<file path="src/rtl/io_irq_servicer.sv">
// io_irq_servicer: bus initiator for the IO handler.
// Programs CONTROL regs, then services RX_READY ports on interrupt.
module io_irq_servicer #(
  parameter int          IO_PORTS    = 4,
  parameter logic [31:0] BASE_ADDR   = 32'h0,
  parameter int          PORT_STRIDE = 16,
  parameter int          READ_LAT    = 1,
  localparam int         PW = (IO_PORTS > 1) ? $clog2(IO_PORTS) : 1
) (
  input  logic          clk,
  input  logic          reset,
  input  logic          enable,
  input  logic [7:0]    ctrl_init,
  input  logic [7:0]    xor_mask,
  output logic [31:0]   io_addr,
  output logic          io_read,
  output logic          io_write,
  output logic [31:0]   io_wdata,
  input  logic [31:0]   io_rdata,
  input  logic          io_irq,
  output logic          busy,
  output logic          init_done,
  output logic [15:0]   svc_count,
  output logic [PW-1:0] last_port,
  output logic [7:0]    last_data
);

  localparam int CW = (READ_LAT > 1) ? $clog2(READ_LAT) : 1;
  localparam logic [PW-1:0] LAST = PW'(IO_PORTS - 1);

  localparam logic [3:0] S_INIT      = 4'd0;
  localparam logic [3:0] S_IDLE      = 4'd1;
  localparam logic [3:0] S_RD_STAT   = 4'd2;
  localparam logic [3:0] S_WAIT_STAT = 4'd3;
  localparam logic [3:0] S_RD_DATA   = 4'd4;
  localparam logic [3:0] S_WAIT_DATA = 4'd5;
  localparam logic [3:0] S_WR_OUT    = 4'd6;
  localparam logic [3:0] S_WR_CLR    = 4'd7;
  localparam logic [3:0] S_NEXT      = 4'd8;

  logic [3:0]    state;
  logic [PW-1:0] port;
  logic [CW-1:0] wcnt;
  logic [7:0]    dat;
  logic          armed;
  logic [31:0]   base;
  logic          unused_rdata;

  assign unused_rdata = ^io_rdata[31:8];
  assign base = BASE_ADDR + 32'(port) * 32'(PORT_STRIDE);
  assign busy = armed & (state != S_IDLE);

  // Bus strobes decoded from the current state; silent until armed.
  always_comb begin
    io_addr  = 32'h0;
    io_read  = 1'b0;
    io_write = 1'b0;
    io_wdata = 32'h0;
    if (armed) begin
      case (state)
        S_INIT: begin
          io_write = 1'b1;
          io_addr  = base + 32'd8;
          io_wdata = {24'h0, ctrl_init};
        end
        S_RD_STAT: begin
          io_read = 1'b1;
          io_addr = base + 32'd12;
        end
        S_RD_DATA: begin
          io_read = 1'b1;
          io_addr = base;
        end
        S_WR_OUT: begin
          io_write = 1'b1;
          io_addr  = base + 32'd4;
          io_wdata = {24'h0, dat ^ xor_mask};
        end
        S_WR_CLR: begin
          io_write = 1'b1;
          io_addr  = base + 32'd12;
          io_wdata = 32'h1;
        end
        default: ;
      endcase
    end
  end

  // Sequencer: init, idle, per-port scan; armed holds off one cycle after reset.
  always_ff @(posedge clk) begin
    if (reset) begin
      state     <= S_INIT;
      port      <= '0;
      wcnt      <= '0;
      dat       <= 8'h0;
      armed     <= 1'b0;
      init_done <= 1'b0;
      svc_count <= 16'h0;
      last_port <= '0;
      last_data <= 8'h0;
    end else begin
      armed <= 1'b1;
      if (armed) begin
        case (state)
          S_INIT: begin
            if (port == LAST) begin
              port      <= '0;
              state     <= S_IDLE;
              init_done <= 1'b1;
            end else begin
              port <= port + 1'b1;
            end
          end
          S_IDLE: begin
            if (enable && io_irq) begin
              port  <= '0;
              state <= S_RD_STAT;
            end
          end
          S_RD_STAT: begin
            wcnt  <= CW'(READ_LAT - 1);
            state <= S_WAIT_STAT;
          end
          S_WAIT_STAT: begin
            if (wcnt != '0) wcnt <= wcnt - 1'b1;
            else state <= io_rdata[0] ? S_RD_DATA : S_NEXT;
          end
          S_RD_DATA: begin
            wcnt  <= CW'(READ_LAT - 1);
            state <= S_WAIT_DATA;
          end
          S_WAIT_DATA: begin
            if (wcnt != '0) begin
              wcnt <= wcnt - 1'b1;
            end else begin
              dat   <= io_rdata[7:0];
              state <= S_WR_OUT;
            end
          end
          S_WR_OUT: state <= S_WR_CLR;
          S_WR_CLR: begin
            if (svc_count != 16'hFFFF) svc_count <= svc_count + 16'h1;
            last_port <= port;
            last_data <= dat;
            state     <= S_NEXT;
          end
          S_NEXT: begin
            if (port == LAST) begin
              state <= S_IDLE;
            end else begin
              port  <= port + 1'b1;
              state <= S_RD_STAT;
            end
          end
          default: state <= S_IDLE;
        endcase
      end
    end
  end

endmodule

</file>
<file path="config.mk">
export PLATFORM = sky130hd
export DESIGN_NAME = io_irq_servicer
export DESIGN_NICKNAME = d
export VERILOG_FILES = /design/src/rtl/io_irq_servicer.sv
export SDC_FILE = /design/constraint.sdc
export NUM_CORES = 1
export LEC_CHECK = 0
export ABC_AREA = 1
export CORE_ASPECT_RATIO = 0.5
export CORE_UTILIZATION = 39
export DETAILED_ROUTE_END_ITERATION = 10
export PLACE_DENSITY = 0.81
export SYNTH_ARGS = -nofsm -noshare
export SYNTH_HDL_FRONTEND = slang
export SYNTH_SLANG_ARGS = --single-unit
</file>
<file path="constraint.sdc">
create_clock -name clk -period 1.9 [get_ports clk]
set_input_delay 0.19 -clock clk [delete_from_list [all_inputs] [get_ports clk]]
set_output_delay 0.19 -clock clk [all_outputs]
set_load 0.02 [all_outputs]
</file>
== Word-level counts from Yosys, hierarchy flattened ==
Cells that the tools add are included.
Storage, ports and cells
  flip-flop bits (word level): 43
  input port bits: 52
  logic and storage cells: 71
Operators by class
  add/sub/neg operators: 6
  muxes and demuxes: 22
  eq/ne operators: 16
  reduce and logical (&&, ||, !) cells: 15
  bitwise gates (word level): 3
Operators by type and width (count)
  $pmux W4 S9: 1
  $mux W32: 1
  $pmux W7 S4: 1
  $pmux W8 S3: 1
  $mux W4: 5
  $add A16 B1 Y16 const B: 1
  $eq A4 B3 Y1 const B: 4
  $ne A16 B16 Y1 const B: 1
  $add A6 B4 Y7 const B: 2
  $ne A2 B2 Y1 const B: 5
  $reduce_and A3 Y1: 3
  $eq A4 B2 Y1 const B: 2
  $mux W2: 4
  $mux W8: 1
  $xor A8 B8 Y8: 1
  $add A6 B3 Y7 const B: 1
  $mux W1: 6
  $pmux W2 S3: 1
  $reduce_or A2 Y1: 3
  $reduce_and A5 Y1: 1
  $eq A4 B1 Y1 const B: 1
  $eq A4 B4 Y1 const B: 1
  $logic_not A4 Y1: 1
  $ne A4 B1 Y1 const B: 1
  other kinds (12): 13

== Depth between registers and ports, before layout ==
Gate-level depths: netlist (run 1).
  depth in word-level cells: 4
  gate-level depth with buffers: 9
  depth with buffers taken out: 9

== Worst setup path before layout (run 1) ==
OpenSTA, ideal clock, no wires.
  path kind: register -> register
  from: register svc_count[0]
  to: register svc_count[12]
  stages on the path, launching flop included: 9
  data arrival time: 1571 ps
  slack: 258 ps
  period minus slack after synthesis: 1642 ps
  data required time: 1830 ps
  buffers on the path: 1
  library setup time: 70 ps
  path through: dfxtp_1 > ha_1 > nand3_1 > inv_1 > nand2_1 > o21ai_1 > buf_2 > nand2_1 > a21oi_1
On the way
  cells in the longest elaborated chain, start to end: 2
  elaborated cells on any way between the ends: 3
Ends and longest elaborated chain
  start, declared: RTL line 23  | output logic [15:0] svc_count,
  start signal, assigned: RTL line 142  | if (svc_count != 16'hFFFF) svc_count <= svc_count + 16'h1;
  branches (longest 2 deep; another with $add A16 B1 Y16)
Several ways; the timed one is not identified.
A chain may end at the register's enable or synchronous reset.

== Worst setup path in the final report (run 1) ==
  from: register state[0]
  to: output io_write
On the way
  cells in the longest elaborated chain, start to end: 4
  elaborated cells on any way between the ends: 6
Ends and longest elaborated chain
  start, declared: RTL line 41  | logic [3:0] state;
  start signal, assigned: RTL line 126  | else state <= io_rdata[0] ? S_RD_DATA : S_NEXT;
  $eq A4 B3 Y1 / $logic_not A4 Y1 (equally long branches): RTL line 60  | case (state)
  $reduce_or A3 Y1 (no source line) *
  $mux W1 *: RTL line 60
  $mux W1 *: RTL line 59  | if (armed) begin
  end, declared: RTL line 17  | output logic io_write,
Every way passes the cells marked *; elsewhere a longest branch is shown, timed or not.

==> results of run 1 <==
-- path summary, 6_finish.rpt --
check | from | endpoint | slack, ps | cells past startpoint
setup / recovery | state[0] | io_write | 150 | 5
hold reg to reg | last_port[0] | last_port[0] | 470 | 2
hold / removal | last_port[0] | last_port[0] | 470 | 2
setup reg to reg | state[0] | svc_count[13] | 200 | 8
-- worst max-delay path, delay by kind of cell (launching register included) --
kind,cells,cell delay (ps)
buf+inv,2,510
simple gates,2,260
compound gates,1,150
flops,1,370
-- repair_timing --
item / 4_1_cts / 5_1_grt
resized for setup: 15 / 31
pin swaps: 0 / 0
endpoints found under the setup margin: 14 / 14
-- power by group --
group | switching (W) | internal [W] | total, W
combinational | 0.000216 | 0.000110 | 0.000325
sequential | 0.00000891 | 0.000889 | 0.000898
clock | 0.000348 | 0.000615 | 0.000963
-- registers in the layout, summed over array words and instances (netlist names) --
signal / flops
last_port: 2
svc_count: 16
state: 4
init_done: 1
port: 2
dat: 8
last_data: 8
armed: 1
-- kinds of logic (layout without fill, tap and decap cells) --
logic type               Yosys count  count (layout)  share of synthesized area [%]
flip-flops                        42              42                          32.29
XOR/XNOR                          14              14                          4.709
AO/OA/AOI/OAI                     58              58                          12.01
adder cells (fa/ha/maj)            2               2                         0.9609
AND/OR/NAND/NOR                  183             183                          28.74
other                              1              52                         0.1440
buffers and inverters             92             121                          21.14
-- synthesized netlist by cell type, drive strengths merged --
cell type	instances
nand2	78
nor2	75
buf	56
dfxtp	42
inv	31
a21oi	24
o21ai	24
nand3	19
xor2	10
a22oi	7
nand4	6
nor3	5
clkbuf	4
xnor2	4
ha	2
a31oi	1
clkinv	1
conb	1
o21a	1
o22ai	1
-- layer usage --
| metal | routed length [um] | vias up | share of wire, % |
|---|---|---|---|
| li1 | - | 1308 | - |
| met1 | 2847 | 1138 | 47 |
| met2 | 2923 | 86 | 48 |
| met3 | 287 | 6 | 4.7 |
| met4 | 49 | 0 | 0.80 |
| met5 | 0 | - | 0 |
-- per-stage QoR --
stage	utilization (%)	cell area [um^2]	power, W	hold WS, ps	cells
2_1_floorplan	-	2795	0.001211	338.9	443
3_3_place_gp	52.04	3256	0.001258	451.8	552
3_5_place_dp	52.04	3256	0.001261	458.1	552
4_1_cts	54.40	3403	0.002207	469.5	560
5_1_grt	53.68	3358	0.002276	482.1	560
6_report	53.68	3358	0.002187	467.3	560
-- cell type report --
class	count	area [um^2]
multi-input cells	309	1404
clock buffers	5	125.1
well taps	88	110.1
fillers	609	2898
clock inverters	3	40.04
inverters	32	120.1
flip-flops and latches	42	842.1
repair buffers	81	716.9
==> metrics, run 1 <==
setup repair after global routing missed its margin no; total global routing track utilization 17.35%; CORE AREA ~6300 um^2; Post-Synthesis Cell Area around 2600 um^2; final sum of negative setup slack 0 ps; layout overhead on the synthesized area 28.98%; flop and latch count out of synthesis 42; final count of hold timing violations 0; startpoint types register; most frequent cells in the layout nand2_1 (76), nor2_1 (75), clkdlybuf4s50_1 (54); top fanout value on the critical path 6; drt first pass iters 4; number of standard-cell rows in the floorplan 20; list of cells traversed by the critical path nor2_1 -> nand2_1 -> buf_4 -> a21oi_1 -> dlygate4sd2_1; Setup violations, final 0; global route hottest layer met2; syn_area_per_cell roughly 6.6 um^2; CP max stage cell dfxtp_1; post-detailed-route via-to-cell ratio 4.532; initial antenna violation count 0; CTS Buffer Depth 2; final worst slack ~150 ps; run status completed; remaining global-route overflow 0; Post-Route Skew roughly 3.2 ps; final-stage net count between 500 and 600; kind of critical path reg -> out; die outline area about 7000 um^2; kind of path behind the tightest hold check reg -> reg; # diodes 0; initial cell density of the core about two fifths; pin count of the biggest net entering global routing 22; final wirelength about 6000 um; Root Buffer Master clkbuf_16; Global Route met1 Usage 22.65%; Arr. time, crit path approximately 1600 ps; proportion of netlist area held by the largest area contributor 32.29%; Distinct cells, synth 27; final weighted congestion of routability-driven global placement slightly below 0.9; Max rail drop VDD about 0.36 mV; crit-path max cell delay 370 ps; die extent in y 59.78 um; HPWL reported at the end of detailed placement 4673 um; nature of the critical path endpoint primary output; Port Buffers between 60 and 70; total clock buffers created by CTS 5; number of setup buffers added after CTS 0; met2 layer usage reported by global route a little under a third; number of global-route vias before repair 2116; Max Fclk 570.2 MHz; met3 usage in global routing under 10%; leakage 1.523 nW; cell count after synthesis approximately 390; leading area contributor after synthesis dfxtp_1; Initial DRC Count about 100; Ys Warns 0; H-tree levels 2; boundary pin count approximately 150; horizontal extent of the die 117.6 um; proportion of synthesized chip area in sequential cells roughly a third; Power per Cell Area ~650 nW/um^2; Setup Slack @ Placement -19.32 ps; DRC Markers 0; source-to-sink clock delay at the later pin of the worst-skew pair approximately 280 ps; routed vias roughly 2.5k; cells taking the most area after synthesis dfxtp_1 (32%), buf_4 (15%), nand2_1 (11%); first-pass GRT wire length a little under 10000 um; most frequent standard cell in the layout excluding fill and tap cells nand2_1; final slew viol count 0; Max Cap Viol 0; clock transition at the register clock pins on the worst setup and hold paths after CTS ~60 ps; number of hold buffers added after cts 0; min Tclk post-route roughly 1800 ps; Routed Antenna Nets 0; proportion of layout cells with a drive suffix above 1 between 8 and 9%; WL/cell 10.91 um; CTS tree done; fin crit share a little over 90%; required time at the worst-slack endpoint approximately 1700 ps; clk sink count 42
Power figures use the tool's default switching activity.
==> run 2: changes to the inputs <==
--- a/config.mk
+++ b/config.mk
@@ -10,6 +10,7 @@
 export CORE_UTILIZATION = 39
 export DETAILED_ROUTE_END_ITERATION = 10
 export PLACE_DENSITY = 0.81
+export SKIP_LAST_GASP = 1
 export SYNTH_ARGS = -nofsm -noshare
 export SYNTH_HDL_FRONTEND = slang
 export SYNTH_SLANG_ARGS = --single-unit
==> metrics, run 2 (same netlist as run 1, synthesis figures left out) <==
remaining global-route overflow 0; max FFs per register 16; first-pass GRT wire length about 9800 um; Root Buffer Master clkbuf_16; CTS Buffer Depth 2; kind of path behind the tightest hold check reg -> reg; total non-filler cell area in the finished layout 3388 um^2; list of cells traversed by the critical path nor2_1 -> nand2_1 -> buf_4 -> a21oi_1 -> dlygate4sd2_1; boundary pin count around 150; Post-Route Skew ~3.2 ps; final weighted congestion of routability-driven global placement ~0.89; total global routing track utilization between 10% and 20%; register name with the most flops svc_count; nature of the critical path endpoint primary output; final wirelength 6058 um; Max Fclk 574.1 MHz; proportion of power drawn by the clock network between 40% and 50%; Setup violations, final 0; number of global-route vias before repair approximately 2.1k; pin count of the biggest net entering global routing 22; run status completed; drt first pass iters 5; startpoint of the worst-slack reg-to-reg timing path state[0]; utilization of the core after routing ~54%; H-tree levels 2; Arr. time, crit path approximately 1600 ps; total power between 0.002 and 0.0025 W; clock transition at the register clock pins on the worst setup and hold paths after CTS 60 ps; sequential group share of total power around 41%; top fanout value on the critical path 6; Sw Share a little over a quarter; proportion of layout cells with a drive suffix above 1 under 10%; min Tclk post-route approximately 1700 ps; fin crit share 91.68%; die extent in y approximately 60 um; # diodes 0; CTS tree done; number of hold buffers added after cts 0; layout overhead on the synthesized area 30.13%; Port Buffers about 70; horizontal extent of the die 117.6 um; most frequent cells in the layout nand2_1 (76), nor2_1 (75), clkdlybuf4s50_1 (54); final count of hold timing violations 0; launch point of the worst hold path last_port[0]; leakage 1.577 nW; die outline area 7027 um^2; total net switching power 0.0005690 W; Filler Cells Inserted 603; CP max stage cell dfxtp_1; Worst R2R Setup Slack between 200 and 250 ps; final slew viol count 0; clk sink count 42; Max rail drop VDD 0.3596 mV; required time at the worst-slack endpoint 1710 ps; post-detailed-route via-to-cell ratio roughly 4.6; routed vias 2561; Initial DRC Count between 100 and 150; kind of critical path reg -> out; fraction of power consumed by combinational cells between 15 and 20%; Max Cap Viol 0; most frequent standard cell in the layout excluding fill and tap cells nand2_1; Routed Antenna Nets 0; initial cell density of the core between 40% and 50%; first element of the critical path state[0]; Post-DP Area roughly 3300 um^2; FF-to-FF path depth 8; source-to-sink clock delay at the later pin of the worst-skew pair between 200 and 300 ps; final-stage net count 525; number of standard-cell rows in the floorplan 20; initial antenna violation count 0; Power per Cell Area about 650 nW/um^2; RR Endpoint svc_count[13]; CORE AREA about 6300 um^2; number of setup buffers added after CTS 0; total clock buffers created by CTS 5; CP endpoint io_write; startpoint types register; WL/cell 10.82 um; largest registers ranked by flip-flop count svc_count: 16 flops, dat: 8 flops, last_data: 8 flops; Int Pwr around 0.0016 W; crit-path max cell delay ~370 ps; HPWL reported at the end of detailed placement 4673 um; final sum of negative setup slack 0 ps; DRC Markers 0; setup repair after global routing missed its margin no
## run 2: critical path: cells and delay by family, from the launching register on
kind                   cells  cell delay (ps)
AND/OR/NAND/NOR            2              250
flip-flops                 1              370
buffers and inverters      2              510
AO/OA/AOI/OAI              1              150
## run 2: area by class of cell
| type | instances | area [um^2] | area share, % |
|---|---|---|---|
| multi-input combinational | 309 | 1404 | 41.43 |
| timing repair buffer | 81 | 747.0 | 22.05 |
| sequential | 42 | 842.1 | 24.85 |
| inverter | 32 | 120.1 | 3.545 |
| clock buffer | 5 | 125.1 | 3.693 |
| clock inverter | 3 | 40.04 | 1.182 |
| tap | 88 | 110.1 | 3.250 |
## run 2: per-layer routing
metal | wire length [um] | track usage [%]
met4 | 61 | 5.128
met1 | 2718 | 22.65
met5 | 0 | 0
met3 | 339 | 2.672
met2 | 2938 | 30.35
## run 2: worst min-delay path by stage
stage	to	slack, ps	cells past startpoint
CTS	last_port[0]	470	2
finish	last_port[0]	470	2
global placement	init_done	450	1
floorplan	dat[0]	340	2
detailed placement	init_done	460	1
global route	last_port[1]	480	2
## run 2: what timing repair did
action	in CTS	in global routing
endpoints found under the hold margin	0	0
resized for setup	10	28
endpoints found under the setup margin	14	14
pin swaps	0	0
gates cloned	0	0
## run 2: power groups by stage
stage	clock network [W]	registers, W	logic (W)
after global routing	0.00102	0.000899	0.000360
after global placement	0	0.000918	0.000340
final	0.000960	0.000898	0.000330
after floorplan	0	0.000916	0.000295
after CTS	0.000980	0.000898	0.000334
after detailed placement	0	0.000918	0.000343
## run 2: through the flow
step,setup WS [ps],instances,hold slack (ps)
detailed placement,-19.32,552,458.1
global placement,-30.67,552,451.8
CTS,-265.1,560,469.5
floorplan,258.4,443,338.9
finish,158.1,560,466.7
global route,22.42,560,482.1
==> run 3: changes to the inputs <==
--- a/config.mk
+++ b/config.mk
@@ -9,6 +9,7 @@
 export CORE_ASPECT_RATIO = 0.5
 export CORE_UTILIZATION = 39
 export DETAILED_ROUTE_END_ITERATION = 10
+export HOLD_SLACK_MARGIN = 0.06
 export PLACE_DENSITY = 0.81
 export SKIP_LAST_GASP = 1
 export SYNTH_ARGS = -nofsm -noshare
==> results of run 3 <==
No change in the layout: final DEF, timing and power equal those of run 2.
==> patch 1, RTL diff (flow settings as in run 1) <==
Register the output `svc_count` once more; this adds one clock of latency there. The other outputs are not delayed to match.
--- a/src/rtl/io_irq_servicer.sv
+++ b/src/rtl/io_irq_servicer.sv
@@ -37,6 +37,8 @@
   localparam logic [3:0] S_WR_OUT    = 4'd6;
   localparam logic [3:0] S_WR_CLR    = 4'd7;
   localparam logic [3:0] S_NEXT      = 4'd8;
+
+  logic [15:0] svc_count_s0;
 
   logic [3:0]    state;
   logic [PW-1:0] port;
@@ -95,7 +97,7 @@
       dat       <= 8'h0;
       armed     <= 1'b0;
       init_done <= 1'b0;
-      svc_count <= 16'h0;
+      svc_count_s0 <= 16'h0;
       last_port <= '0;
       last_data <= 8'h0;
     end else begin
@@ -139,7 +141,7 @@
           end
           S_WR_OUT: state <= S_WR_CLR;
           S_WR_CLR: begin
-            if (svc_count != 16'hFFFF) svc_count <= svc_count + 16'h1;
+            if (svc_count_s0 != 16'hFFFF) svc_count_s0 <= svc_count_s0 + 16'h1;
             last_port <= port;
             last_data <= dat;
             state     <= S_NEXT;
@@ -158,5 +160,9 @@
     end
   end
 
+  always_ff @(posedge clk) begin
+    svc_count <= svc_count_s0;
+  end
+
 endmodule
 
Check against the original RTL: no difference found for any inputs over 10 cycles, from zero or initial values and one cycle with reset high; that may be too few to reach the edited logic, so the function may still have changed.
==> patch 1 against run 1 <==
- sequential cell count is 16 higher
- total power grew 45%
- combinational power is 5% higher
- cell count rose by 8.9%
- critical endpoint unchanged
- core utilization increased by 0.36 points
- wire length increased by 13%
- sequential power is 38% higher
- worst setup slack worse by 56 ps
- design area is 20% higher
- first-iteration DRC count up 46%
- synthesized area is 19% higher
==> patch 1: results (changes against run 1) <==
Run status
  – Status: finished clean

Synth
  – Seq/Total Area, Yosys: 37.6% (+5.3 points)
  – Synth area leaders: dfxtp_1, buf_4, nor2_1
  – Synth cell count leaders: nor2_1, nand2_1, dfxtp_1
  – Synth cell types: 34 (+26%)
  – YS warnings: 0 (unchanged)

Route
  – Vias: 2,713 (+6.9%)
  – First drt pass iteration count: 4 (unchanged)
  – DR WL/cell: 11.3 um (+3.4%)
  – 1st-iter DRT viols: 150 (+46%)

Clock network
  – Root buf cell: clkbuf_16
  – Clock Latency Late Sink: 320 ps (+40 ps)
  – Inserted Clock Buffers: 9 (+4)
  – Clock slew at reported path FFs: 50 ps
  – CTS max path bufs: 2 (unchanged)
  – H-tree level count: 3 (+1)

Pwr
  – P_leak: 1.74 nW (+14%)
  – Worst ir drop on vdd: 0.421 mV (+16%)

Critical path
  – Slowest cell delay on critical path: 410 ps (+40 ps)
  – WP data arrival: 1620 ps (+60 ps)
  – Largest delay share family, worst path: buffers and inverters
  – Slowest-stage cell, CP: dfxtp_1
  – Max Fanout on Critical Path: 4 (-2)

Place
  – Gp weighted congestion: 0.933 (+5.3%)
  – Hpwl dp: 5040 um (+7.8%)
  – Placed cell area: 0.00376 mm2 (+15%)

Cells and area
  – Fin nets: 551 (+5.0%)
  – Largest registers: svc_count (16), svc_count_s0 (16)
  – Antenna diode count: 0 (unchanged)
  – Share of layout cells above drive strength 1: 17.5% (+8.8 points)

Min path
  – Hold crit path type: reg -> reg

Global routing
  – Gr usage total: 17.2% (-0.16 points)
  – Largest net degree at the start of global routing: 27 (+23%)
  – Initial antenna violation count: 0 (unchanged)
  – Vias in the first global route: 2,438 (+15%)
  – First-pass GRT wire length: 11,000 um (+13%)

Timing
  – Setup Skew: 6.15 ps (+3.00 ps)
patch 1: cell types whose count changed after synthesis, sizes merged, moves of 2 or more:
cell	delta
nand3b	+4
dfxtp	+16
o21ai	-2
nand3	-5
buf	+3
nor2	+3
nand2	+7
nor3	-2
inv	-12
a21oi	+3
patch 1: final cells by class:
type / count / area [um2]
tap: 108 / 135
clock inverter: 5 / 52.6
clock buffer: 11 / 253
timing repair buffer: 89 / 787
sequential: 58 / 1160
inverter: 21 / 86.3
multi-input combinational: 318 / 1570
fill: 701 / 3440
patch 1: per-stage QoR:
step	setup WS, ps	instances	power (mW)	hold slack [ps]
after floorplan	341	460	1.56	357
after global placement	36.5	590	1.61	377
after detailed placement	37.6	590	1.62	376
after CTS	15.1	606	3.22	383
after global routing	-6.17	610	3.31	397
final	90.3	610	3.18	385
patch 1: power by group:
part	internal (mW)	total, mW	leakage, nW	switching (mW)
registers	1.23	1.24	0.469	0.00892
logic	0.120	0.342	1.12	0.222
clock network	1.08	1.60	0.151	0.525
total	2.42	3.18	1.74	0.756
patch 1: kinds of logic after synthesis:
logic type	count (synthesis)	synth area share [%]
DFF	58	37.6
buffers and inverters	84	18.0
and+or+nand+nor	189	27.3
other	1	0.121
AOI/OAI and AO/OA	61	12.3
adders and majority gates	2	0.809
xor gates and xnor gates	14	3.97
patch 1: final timing paths:
path                                       start               end  slack, ps  cells after the start
worst max-delay path                    state[2]          io_write         90                      6
worst min-delay path            svc_count_s0[14]     svc_count[14]        390                      0
worst max register to register   svc_count_s0[0]  svc_count_s0[13]        190                      9
worst min register to register  svc_count_s0[14]     svc_count[14]        390                      0
patch 1: timing repair:
action,CTS,global route
setup endpoints to repair,15,13
setup buffers,0,4
hold buffers,0,0
resized for setup,21,22
pin swaps,0,1
patch 1: routing by layer:
layer	vias up	part of all wire (%)	track usage [%]	wire length [um]
met5	-	0	0	0
met4	0	0.54	4.41	37
met3	4	5.7	5.78	394
met2	89	50	30.3	3410
met1	1234	44	20.1	3040
li1	1386	-	-	-
==> patch 2, RTL diff (flow settings as in run 1) <==
Without the edit above. `READ_LAT`: 1 -> 2.
--- a/src/rtl/io_irq_servicer.sv
+++ b/src/rtl/io_irq_servicer.sv
@@ -4,7 +4,7 @@
   parameter int          IO_PORTS    = 4,
   parameter logic [31:0] BASE_ADDR   = 32'h0,
   parameter int          PORT_STRIDE = 16,
-  parameter int          READ_LAT    = 1,
+  parameter int          READ_LAT    = 2,
   localparam int         PW = (IO_PORTS > 1) ? $clog2(IO_PORTS) : 1
 ) (
   input  logic          clk,
Formal check against the unedited RTL: not equivalent (a bounded check fails within 10 cycles, from zero or initial values and one cycle with reset high).
==> patch 2 against run 1 <==
- synthesized area grew 2.7%
- register-to-register slack is essentially flat
- sequential cell count grew 1
- critical endpoint is now io_addr[2]
- wire length grew 1.1%
- cell count grew 3.6%
- design area grew 6.0%
- worst setup slack lost 18 ps
Power is not compared: it rests on default switching activity, and its combinational part moved more than twofold at a synthesized area within 25%.
==> patch 2: results (changes against run 1) <==
Critical path
  – Slack of the worst reg-to-reg path: 200 ps (about the same)
  – Max Fanout on Critical Path: 8 (+2)
  – WP data arrival: 1580 ps (+20 ps)
  – Slowest-stage cell, CP: dfxtp_1

Cells and area
  – Share of layout cells above drive strength 1: 11.4% (+2.7 points)
  – Fin nets: 545 (+3.8%)
  – Layout fillers: 601 (-1.3%)
  – Antenna diode count: 0 (unchanged)
  – Largest registers: svc_count (16), dat (8), last_data (8)

Route
  – Vias: 2,636 (+3.9%)
  – WL met3: 349 um (+22%)
  – DR WL/cell: 10.6 um (-2.4%)
  – DRT met1 WL: 2770 um (-2.8%)
  – 1st-iter DRT viols: 69 (-33%)
  – Top routing layer used: met4
  – Met2 WL post-DR: 3010 um (+2.8%)
  – Via/cell ratio: 4.54 (+0.28%)

Place
  – Placed cell area: 0.00344 mm2 (+5.7%)
  – Placed Cells: 572 (+3.6%)
  – I/O Buffers: 69 (unchanged)
  – Hpwl dp: 4720 um (+0.99%)
  – Placement Setup Slack: -30.6 ps (-11.3 ps)
  – Gp weighted congestion: 0.892 (+0.67%)

Global routing
  – Gr usage total: 17.2% (-0.10 points)
  – Busiest grt layer: met2
  – Aggregate global routing overflow: 0 (unchanged)
  – Vias in the first global route: 2,128 (+0.57%)
  – Met2 usage: 30.6% (+0.30 points)
  – First-pass GRT wire length: 9770 um (+0.14%)
  – M1 GR Usage: 21.8% (-0.87 points)
  – Met3 usage: 3.67% (+0.99 points)
  – Largest net degree at the start of global routing: 26 (+18%)

Synth
  – Synth cell types: 28 (+3.7%)
  – Synth area leaders: dfxtp_1, buf_4, nand2_1
  – Fraction of registers with async set or reset after synthesis: 0% (unchanged)
  – Synth cell count leaders: nand2_1, buf_4, nor2_1
  – Seq/Total Area, Yosys: 32.2% (-0.11 points)
  – Syn avg cell area: 6.69 um2 (+0.68%)

Timing
  – Worst setup margin: 128 ps (-18.3 ps)
  – WHS: 467 ps (-0.0260 ps)
  – Setup Skew: 3.92 ps (+0.765 ps)

Clock network
  – Inserted Clock Buffers: 5 (unchanged)
  – Clock Latency Late Sink: 280 ps (about the same)
  – Root buf cell: clkbuf_16

Run status
  – Status: finished clean

Min path
  – Hold crit path type: reg -> reg
patch 2: worst paths after layout:
kind / to / from / cells past startpoint
worst min-delay path: last_port[1] / last_port[1] / 2
worst min register to register: last_port[1] / last_port[1] / 2
worst max register to register: svc_count[13] / state[3] / 10
worst max-delay path: io_addr[2] / state[3] / 5
patch 2: cell type report:
cell class	count	share of cell area (%)
sequential	43	24.2
tap	88	3.09
timing repair buffer	96	23.7
clock inverter	3	1.23
inverter	37	3.90
clock buffer	5	3.51
multi-input combinational	308	40.4
patch 2: metrics by stage:
stage	TNS [ps]	util (%)
6_report	0	56.2
5_1_grt	0	56.2
4_1_cts	0	57.1
3_5_place_dp	-78.2	54.3
3_3_place_gp	-14.6	54.3
2_1_floorplan	0	-
patch 2: where the power goes:
| group | switching [mW] | total, mW | leakage [nW] | internal (mW) |
|---|---|---|---|---|
| Clock | 0.355 | 0.974 | 0.0838 | 0.620 |
| Combinational | 0.905 | 1.48 | 1.18 | 0.572 |
| Sequential | 0.0803 | 1.06 | 0.348 | 0.976 |
| Total | 1.34 | 3.51 | 1.61 | 2.17 |
patch 2: critical path, delay by kind of cell (launching register included):
kind | cells | cell delay, ps
AOI/OAI and AO/OA | 1 | 140
DFF | 1 | 360
and+or+nand+nor | 2 | 270
buffers and inverters | 2 | 520
patch 2: timing repair:
action,CTS,global route
resized for setup,31,22
pin swaps,0,0
setup endpoints to repair,15,24
buffers inserted,0,0
patch 2: cells by family after synthesis:
group | after synthesis | share of synthesized area, %
buffers and inverters | 100 | 21.7
and+or+nand+nor | 168 | 26.0
adders and majority gates | 2 | 0.935
other | 1 | 0.140
DFF | 43 | 32.2
AOI/OAI and AO/OA | 73 | 14.8
xor gates and xnor gates | 13 | 4.26
